## src/rtl/coin_acceptor.sv

```systemverilog
// Coin acceptor: collects circle/triangle/pentagon coins up to a 4-bit total,
// compares the total against a purchase cost and tracks a 0..3 coin inventory per type.
module coin_acceptor (
  input  logic       clock,
  input  logic       reset_L,
  input  logic       coin_valid,
  input  logic [2:0] coin_in,
  input  logic       go,
  input  logic [3:0] cost,
  input  logic       result_ack,
  input  logic       dispense_valid,
  input  logic [2:0] dispense_coin,
  output logic       coin_accept,
  output logic       coin_reject,
  output logic [3:0] Paid,
  output logic       result_valid,
  output logic       less,
  output logic       exact,
  output logic       more,
  output logic [3:0] change,
  output logic [1:0] Pentagons,
  output logic [1:0] Triangles,
  output logic [1:0] Circles
);

  typedef enum logic [1:0] {IDLE = 2'd0, COLLECT = 2'd1, EVAL = 2'd2} state_t;

  localparam logic [2:0] CODE_CIRCLE   = 3'b001;
  localparam logic [2:0] CODE_TRIANGLE = 3'b011;
  localparam logic [2:0] CODE_PENTAGON = 3'b101;

  state_t     r_state, w_state_nxt;
  logic [3:0] r_paid, w_paid_nxt;
  logic       r_accept, r_reject;
  logic       r_rv, r_less, r_exact, r_more;
  logic [3:0] r_change;
  logic       w_rv_nxt, w_less_nxt, w_exact_nxt, w_more_nxt;
  logic [3:0] w_change_nxt;
  logic [1:0] r_cnt_p, r_cnt_t, r_cnt_c;

  logic       w_ins_p, w_ins_t, w_ins_c;
  logic       w_dsp_p, w_dsp_t, w_dsp_c;
  logic [2:0] w_coin_val;
  logic [1:0] w_cnt_sel;
  logic [4:0] w_sum5;
  logic       w_accept, w_reject;
  logic [3:0] w_paid_cand;

  function automatic logic [1:0] inv_next(input logic [1:0] cnt, input logic inc,
                                          input logic dec);
    // Simultaneous insert and dispense of one type cancel out
    if (inc && !dec)                   return cnt + 2'd1;
    else if (dec && !inc && cnt != 0) return cnt - 2'd1;
    else                               return cnt;
  endfunction

  assign w_ins_c = (coin_in == CODE_CIRCLE);
  assign w_ins_t = (coin_in == CODE_TRIANGLE);
  assign w_ins_p = (coin_in == CODE_PENTAGON);
  assign w_dsp_c = dispense_valid && (dispense_coin == CODE_CIRCLE);
  assign w_dsp_t = dispense_valid && (dispense_coin == CODE_TRIANGLE);
  assign w_dsp_p = dispense_valid && (dispense_coin == CODE_PENTAGON);

  always_comb begin
    w_coin_val = 3'd0;
    w_cnt_sel  = 2'd3;
    if (w_ins_c) begin w_coin_val = 3'd1; w_cnt_sel = r_cnt_c; end
    if (w_ins_t) begin w_coin_val = 3'd3; w_cnt_sel = r_cnt_t; end
    if (w_ins_p) begin w_coin_val = 3'd5; w_cnt_sel = r_cnt_p; end
  end

  // Overflow guard at 5 bits so a wrapping 4-bit sum cannot sneak through
  assign w_sum5      = {1'b0, r_paid} + {2'b00, w_coin_val};
  assign w_accept    = coin_valid && (r_state != EVAL) && (w_coin_val != 3'd0) &&
                       (w_cnt_sel != 2'd3) && (w_sum5 <= 5'd15);
  assign w_reject    = coin_valid && !w_accept;
  assign w_paid_cand = w_accept ? w_sum5[3:0] : r_paid;

  always_ff @(posedge clock or negedge reset_L) begin
    if (!reset_L) r_state <= IDLE;
    else          r_state <= w_state_nxt;
  end

  always_comb begin
    w_state_nxt = r_state;
    unique case (r_state)
      IDLE, COLLECT: begin
        if (go)            w_state_nxt = EVAL;
        else if (w_accept) w_state_nxt = COLLECT;
      end
      EVAL:    if (result_ack) w_state_nxt = r_less ? COLLECT : IDLE;
      default: w_state_nxt = IDLE;
    endcase
  end

  // Results are computed at the go edge from the post-coin total, then held until ack
  always_comb begin
    w_paid_nxt   = r_paid;
    w_rv_nxt     = r_rv;
    w_less_nxt   = r_less;
    w_exact_nxt  = r_exact;
    w_more_nxt   = r_more;
    w_change_nxt = r_change;
    unique case (r_state)
      IDLE, COLLECT: begin
        w_paid_nxt = w_paid_cand;
        if (go) begin
          w_rv_nxt     = 1'b1;
          w_less_nxt   = (w_paid_cand <  cost);
          w_exact_nxt  = (w_paid_cand == cost);
          w_more_nxt   = (w_paid_cand >  cost);
          w_change_nxt = (w_paid_cand > cost) ? (w_paid_cand - cost) : 4'd0;
        end
      end
      EVAL: begin
        if (result_ack) begin
          w_paid_nxt   = r_less ? r_paid : 4'd0;
          w_rv_nxt     = 1'b0;
          w_less_nxt   = 1'b0;
          w_exact_nxt  = 1'b0;
          w_more_nxt   = 1'b0;
          w_change_nxt = 4'd0;
        end
      end
      default: w_paid_nxt = 4'd0;
    endcase
  end

  always_ff @(posedge clock or negedge reset_L) begin
    if (!reset_L) begin
      r_paid   <= 4'd0;
      r_accept <= 1'b0;
      r_reject <= 1'b0;
      r_rv     <= 1'b0;
      r_less   <= 1'b0;
      r_exact  <= 1'b0;
      r_more   <= 1'b0;
      r_change <= 4'd0;
      r_cnt_p  <= 2'd0;
      r_cnt_t  <= 2'd0;
      r_cnt_c  <= 2'd0;
    end else begin
      r_paid   <= w_paid_nxt;
      r_accept <= w_accept;
      r_reject <= w_reject;
      r_rv     <= w_rv_nxt;
      r_less   <= w_less_nxt;
      r_exact  <= w_exact_nxt;
      r_more   <= w_more_nxt;
      r_change <= w_change_nxt;
      r_cnt_p  <= inv_next(r_cnt_p, w_accept && w_ins_p, w_dsp_p);
      r_cnt_t  <= inv_next(r_cnt_t, w_accept && w_ins_t, w_dsp_t);
      r_cnt_c  <= inv_next(r_cnt_c, w_accept && w_ins_c, w_dsp_c);
    end
  end

  assign coin_accept  = r_accept;
  assign coin_reject  = r_reject;
  assign Paid         = r_paid;
  assign result_valid = r_rv;
  assign less         = r_less;
  assign exact        = r_exact;
  assign more         = r_more;
  assign change       = r_change;
  assign Pentagons    = r_cnt_p;
  assign Triangles    = r_cnt_t;
  assign Circles      = r_cnt_c;

endmodule

```

## config.mk

```make
export PLATFORM = sky130hd
export DESIGN_NAME = coin_acceptor
export DESIGN_NICKNAME = d
export VERILOG_FILES = /design/src/rtl/coin_acceptor.sv
export SDC_FILE = /design/constraint.sdc
export NUM_CORES = 1
export LEC_CHECK = 0
export CORE_MARGIN = 3
export CORE_UTILIZATION = 35
export DETAILED_ROUTE_END_ITERATION = 7
export PLACE_DENSITY_LB_ADDON = 0.25
export SYNTH_ARGS = -nofsm -noshare
export SYNTH_HDL_FRONTEND = slang
export SYNTH_SLANG_ARGS = --single-unit
```

## constraint.sdc

```tcl
create_clock -name clock -period 3.3 [get_ports clock]
set_clock_uncertainty 0.05 [all_clocks]
set_input_delay 0.495 -clock clock [delete_from_list [all_inputs] [get_ports clock]]
set_output_delay 0.495 -clock clock [all_outputs]
set_load 0.005 [all_outputs]
```

Word-level counts from Yosys, hierarchy flattened
Cells that the tools add are included. W data, S select, Z words.

Output and inout bits: 20. Bits of input ports: 16. Bits in registers: 22. Logic and storage cells: 112.

Reductions and logical operators: 40. Multiplexer cells: 34. Eq/ne operators: 15. Order comparisons: 3. Add/sub/neg operators: 8.

Operators by type and width (count): $mux W2 (13); $mux W4 (6); $logic_and A1 B1 Y1 (20); $pmux W4 S2 (2); $reduce_bool A2 Y1 (7); $ne A2 B2 Y1 const B (5); $pmux W1 S2 (4); $logic_not A1 Y1 (7); $mux W1 (7); $add A2 B1 Y2 const B (3); $eq A3 B1 Y1 const B (2); $eq A3 B2 Y1 const B (2); $eq A3 B3 Y1 const B (2); $sub A2 B1 Y2 const B (3); $add A4 B3 Y5 (1); $le A5 B4 Y1 const B (1); $eq A4 B4 Y1 (1); $gt A4 B4 Y1 (1); $lt A4 B4 Y1 (1); $pmux W2 S2 (1); $reduce_and A2 Y1 (2); $sub A4 B4 Y4 (1); $mux W3 (1); $ne A3 B3 Y1 const B (1); other kinds (6) (6).

Depth between registers and ports, before layout
Depth in word-level cells: 14. Depth in mapped cells: 14. Gate-level depth less buffers: 14.

Worst setup path after synthesis
No wires, ideal clock.

Path type: input to register. Start: in coin_in[0]. End: reg r_change[3] (netlist: change[3]). Stages on the path: 14. Path buffers: 0. Setup time: 0.122 ns. Data arrival time: 3.277 ns. Slack: -0.148 ns. Required time: 3.128 ns. Cells stage by stage: a21boi_0 > ha_1 > fa_1 > a21o_1 > a211oi_4 > a21oi_1 > a21oi_1 > ha_1 > inv_1 > fa_1 > a21o_1 > a21oi_1 > nor2_1 > a32o_1.

Longest elaborated chain between the ends: 13. Elaborated cells between the ends (all ways): 22. Those cells by class: add/sub (2); order compare (2); eq/ne (4); mux (10); reduce/logical (4).

Ends and longest elaborated chain: start, declared (RTL line 7) `input logic [2:0] coin_in,`; branches (longest 8 deep; another with $add A4 B3 Y5); $mux W4 (*) (RTL line 77) `assign w_paid_cand = w_accept ? w_sum5[3:0] : r_paid;`; $sub A4 B4 Y4 or $gt A4 B4 Y1 (tied branches) (RTL line 112) `w_change_nxt = (w_paid_cand > cost) ? (w_paid_cand - cost) : 4'd0;`; $mux W4 (*) (RTL line 112); $mux W4 (*) (RTL line 107) `if (go) begin`; $pmux W4 S2 (*) (RTL line 104) `unique case (r_state)`; end signal, assigned (RTL line 150) `r_change <= w_change_nxt;`; end, declared (RTL line 36) `logic [3:0] r_change;`.

Every way passes the cells marked *. The select of a mux whose other input is x is not followed. A chain may end at the register's enable or synchronous reset.

Worst setup path after layout
Ends and elaborated chain as after synthesis.

==> flow_summary.ini <==
[drt]
route.final.wire_length_um = 4310
dr.pass1.iters = 4
met2WireLength_um = 2170
drc_errors = 0
top_layer_used = met4
drtIter0Drc = 128
wl_per_cell_um = 15.4
vias = 1490
post_drt_via_cell_ratio = 5.32
dr_wl_met3_um = 188
antenna_left = 0
wl_met1_um = 1850

[cts]
cts_root_buf = clkbuf_8
clockBufferDepth = 2
cts_tree = done
cts_max_level = 1
cts_hold_buffers = 0
clock-sinks = 22
path_clk_slew_ps = 80
worstSkewPairLatency_ps = 270
cts_buffers = 3

[synthesis]
ys_ff_latch = 22
synthCells = 153
synth-compound-area-share = 0.272
muxShareOfSynthArea = 0.0102
synth.distinct_cells = 49
synthAdderAreaFrac = 0.0864
syn_area_mm2 = 0.00148
yosysWarnings = 0
synthFlopType = dfrtp_1
syn_nets = 178
synth-xor-area-share = 0.0178
synth_simple_gate_area_share = 0.192
syn_area_per_cell_um2 = 9.65
synth-seq-area-share = 0.373
synth_edf_count = 0
async_flop_share = 1.00
synth_top_family_by_area = compound AO/OA/AOI/OAI gates

[layout]
nNetsFinal = 259
final_cells = 280
antenna_cells = 0
num-fill-cells = 338
drive_gt1_frac = 0.293
design_area_mm2 = 0.00228
multiInputGateArea_um2 = 903
fin_util = 0.591
regArea_um2 = 551
syn_to_final_growth_pct = 54.2

[timing]
slew_violations = 0
setup_violations = 0
slew_headroom = 0.306
setup_tns_ps = 0
rsz0062_at_grt = no
fmax_mhz = 313
fin_crit_ps = 3200
hold-worst-slack_ps = 439
period_share = 0.969
hold_violations = 0
worst_slew_pin_slew_ps = 1040

[floorplan]
num_rows = 22
dieHeight_um = 71.0
start_util = 0.383
core_mm2 = 0.00385
die_area_mm2 = 0.00503
die_width_um = 71.0
io_pins = 36

[global_routing]
grt_overflow = 0
grt_pass1_vias = 1549
grt_usage = 0.181
grt_max_degree = 23
grt_pass1_wl_um = 7270
grt_antenna_before_repair = 0

[placement]
post-dp-hpwl_um = 3190
dpl.cell_count = 257
post_dp_cell_area_mm2 = 0.00206
port_buffers = 35
finalWeightedCongestion = 0.814

[pwr]
power.density_mw_per_mm2 = 655
cellLeakagePower_nw = 1.05
ir_drop_v = 0.000331

[worst_setup_path]
critPathLaunchType = primary input
cp.required_ps = 3410
critPathSlowestCell = fa_2
end_kind = flip-flop
crit_family = compound AO/OA/AOI/OAI gates
arrival_ps = 3310
crit_buf_inv = 2
crit_chain = clkbuf_2 > a21boi_2 > ha_2 > fa_2 > a21o_1 > a211oi_4 > a21oi_1 > a21oi_1 > ha_2 > inv_1 > fa_2 > a21o_1 > a21oi_4 > nor2_4 > a32o_1
cpPeakStageDelay_ps = 380
crit_type = in -> reg
crit_fanout = 4

[worst_hold_path]
hp-class = reg -> reg

[job]
drv_cap = 0

[outcome]
outcome = finished clean
worst paths after layout:
| path | slack (ps) | endpoint | cells past startpoint | startpoint |
|---|---|---|---|---|
| setup / recovery | 100 | change[3]$_DFFE_PN0P_ | 15 | coin_in[0] |
| hold / removal | 440 | exact$_DFFE_PN0P_ | 2 | exact$_DFFE_PN0P_ |
| setup reg to reg | 130 | change[3]$_DFFE_PN0P_ | 13 | Paid[0]$_DFFE_PN0P_ |
| hold reg to reg | 440 | exact$_DFFE_PN0P_ | 2 | exact$_DFFE_PN0P_ |
| max in group asynchronous | 1840 | change[3]$_DFFE_PN0P_ | 1 | reset_L |
| min in group asynchronous | 740 | Circles[0]$_DFFE_PN0P_ | 1 | reset_L |
through the flow:
step	setup slack, ps	total power [mW]
2_1_floorplan	22.0	0.838
3_3_place_gp	-434	1.22
3_5_place_dp	-516	1.25
4_1_cts	19.7	1.45
5_1_grt	17.0	1.61
6_report	104	1.49
final cells by class:
| cell class | instances | share of cell area |
|---|---|---|
| Clock buffer | 3 | 0.0181 |
| Inverter | 14 | 0.0231 |
| Multi-Input combinational cell | 114 | 0.397 |
| Sequential cell | 22 | 0.242 |
| Tap cell | 48 | 0.0264 |
| Timing Repair Buffer | 79 | 0.294 |
cells in the final DEF (no fill, tap or decap), types with 5 or more instances in the layout:
cell	Yosys	routed
nand2_1	10	10
clkdlybuf4s50_1	0	32
a21oi_1	11	9
inv_1	14	13
o21ai_0	10	10
buf_4	2	43
a21o_1	5	5
dfrtp_1	22	22
nor2_1	9	8
per-layer routing:
metal | track usage | vias up
met5 | 0 | -
met2 | 0.315 | 33
met4 | 0.0626 | 0
li1 | - | 730
met1 | 0.217 | 716
met3 | 0.0455 | 11
cells in the mapped netlist, types with 2 or more instances:
cell / count / area [um2]
a21o_1: 5 / 37.5
a21oi_1: 11 / 55.1
a22o_1: 3 / 26.3
a32o_1: 2 / 20.0
and2_1: 2 / 12.5
buf_4: 2 / 15.0
dfrtp_1: 22 / 551
fa_1: 2 / 40.0
ha_1: 7 / 87.6
inv_1: 14 / 52.6
nand2_1: 10 / 37.5
nand2b_1: 2 / 12.5
nand3_1: 4 / 20.0
nand3b_1: 3 / 22.5
nand4b_1: 4 / 35.0
nor2_1: 9 / 33.8
nor2b_1: 2 / 12.5
nor3_1: 2 / 10.0
o211ai_1: 2 / 15.0
o21a_1: 2 / 15.0
o21ai_0: 10 / 50.1
o311ai_0: 2 / 17.5
o31ai_1: 3 / 22.5
or3_1: 2 / 12.5
xor2_1: 2 / 17.5
state kept, by name (all words and copies together), names as in the netlist:
signal	cells
r_state	2
result_valid	1
change	4
Paid	4
exact	1
Circles	2
Triangles	2
Pentagons	2
less	1
coin_reject	1
coin_accept	1
more	1
logic make-up (layout without fill, tap and decap cells):
group	count (synthesis)	count (layout)
AOI/OAI and AO/OA	52	52
xor gates and xnor gates	3	3
adders and majority gates	9	9
buffers and inverters	17	96
DFF	22	22
muxes	1	1
and+or+nand+nor	49	49
power breakdown:
group | switching, mW | total (mW) | internal [mW]
Clock | 0.0910 | 0.173 | 0.0818
Combinational | 0.354 | 0.840 | 0.486
Sequential | 0.114 | 0.478 | 0.364
worst reg2reg max path, cell delays in order (launching register included):
cell      delay, ps
dfrtp_1         440
ha_2            220
fa_2            380
a21o_1          230
a211oi_4        240
a21oi_1         100
a21oi_1         140
ha_2            200
inv_1            60
fa_2            350
a21o_1          210
a21oi_4         170
nor2_4           60
a32o_1          210
timing repair:
| item | CTS | global route |
|---|---|---|
| resized for setup | 6 | 11 |
| gates cloned | 0 | 0 |
| endpoints found under the setup margin | 6 | 7 |
| buffers inserted | 16 | 4 |
| pin swaps | 7 | 10 |
Power figures use the tool's default switching activity.
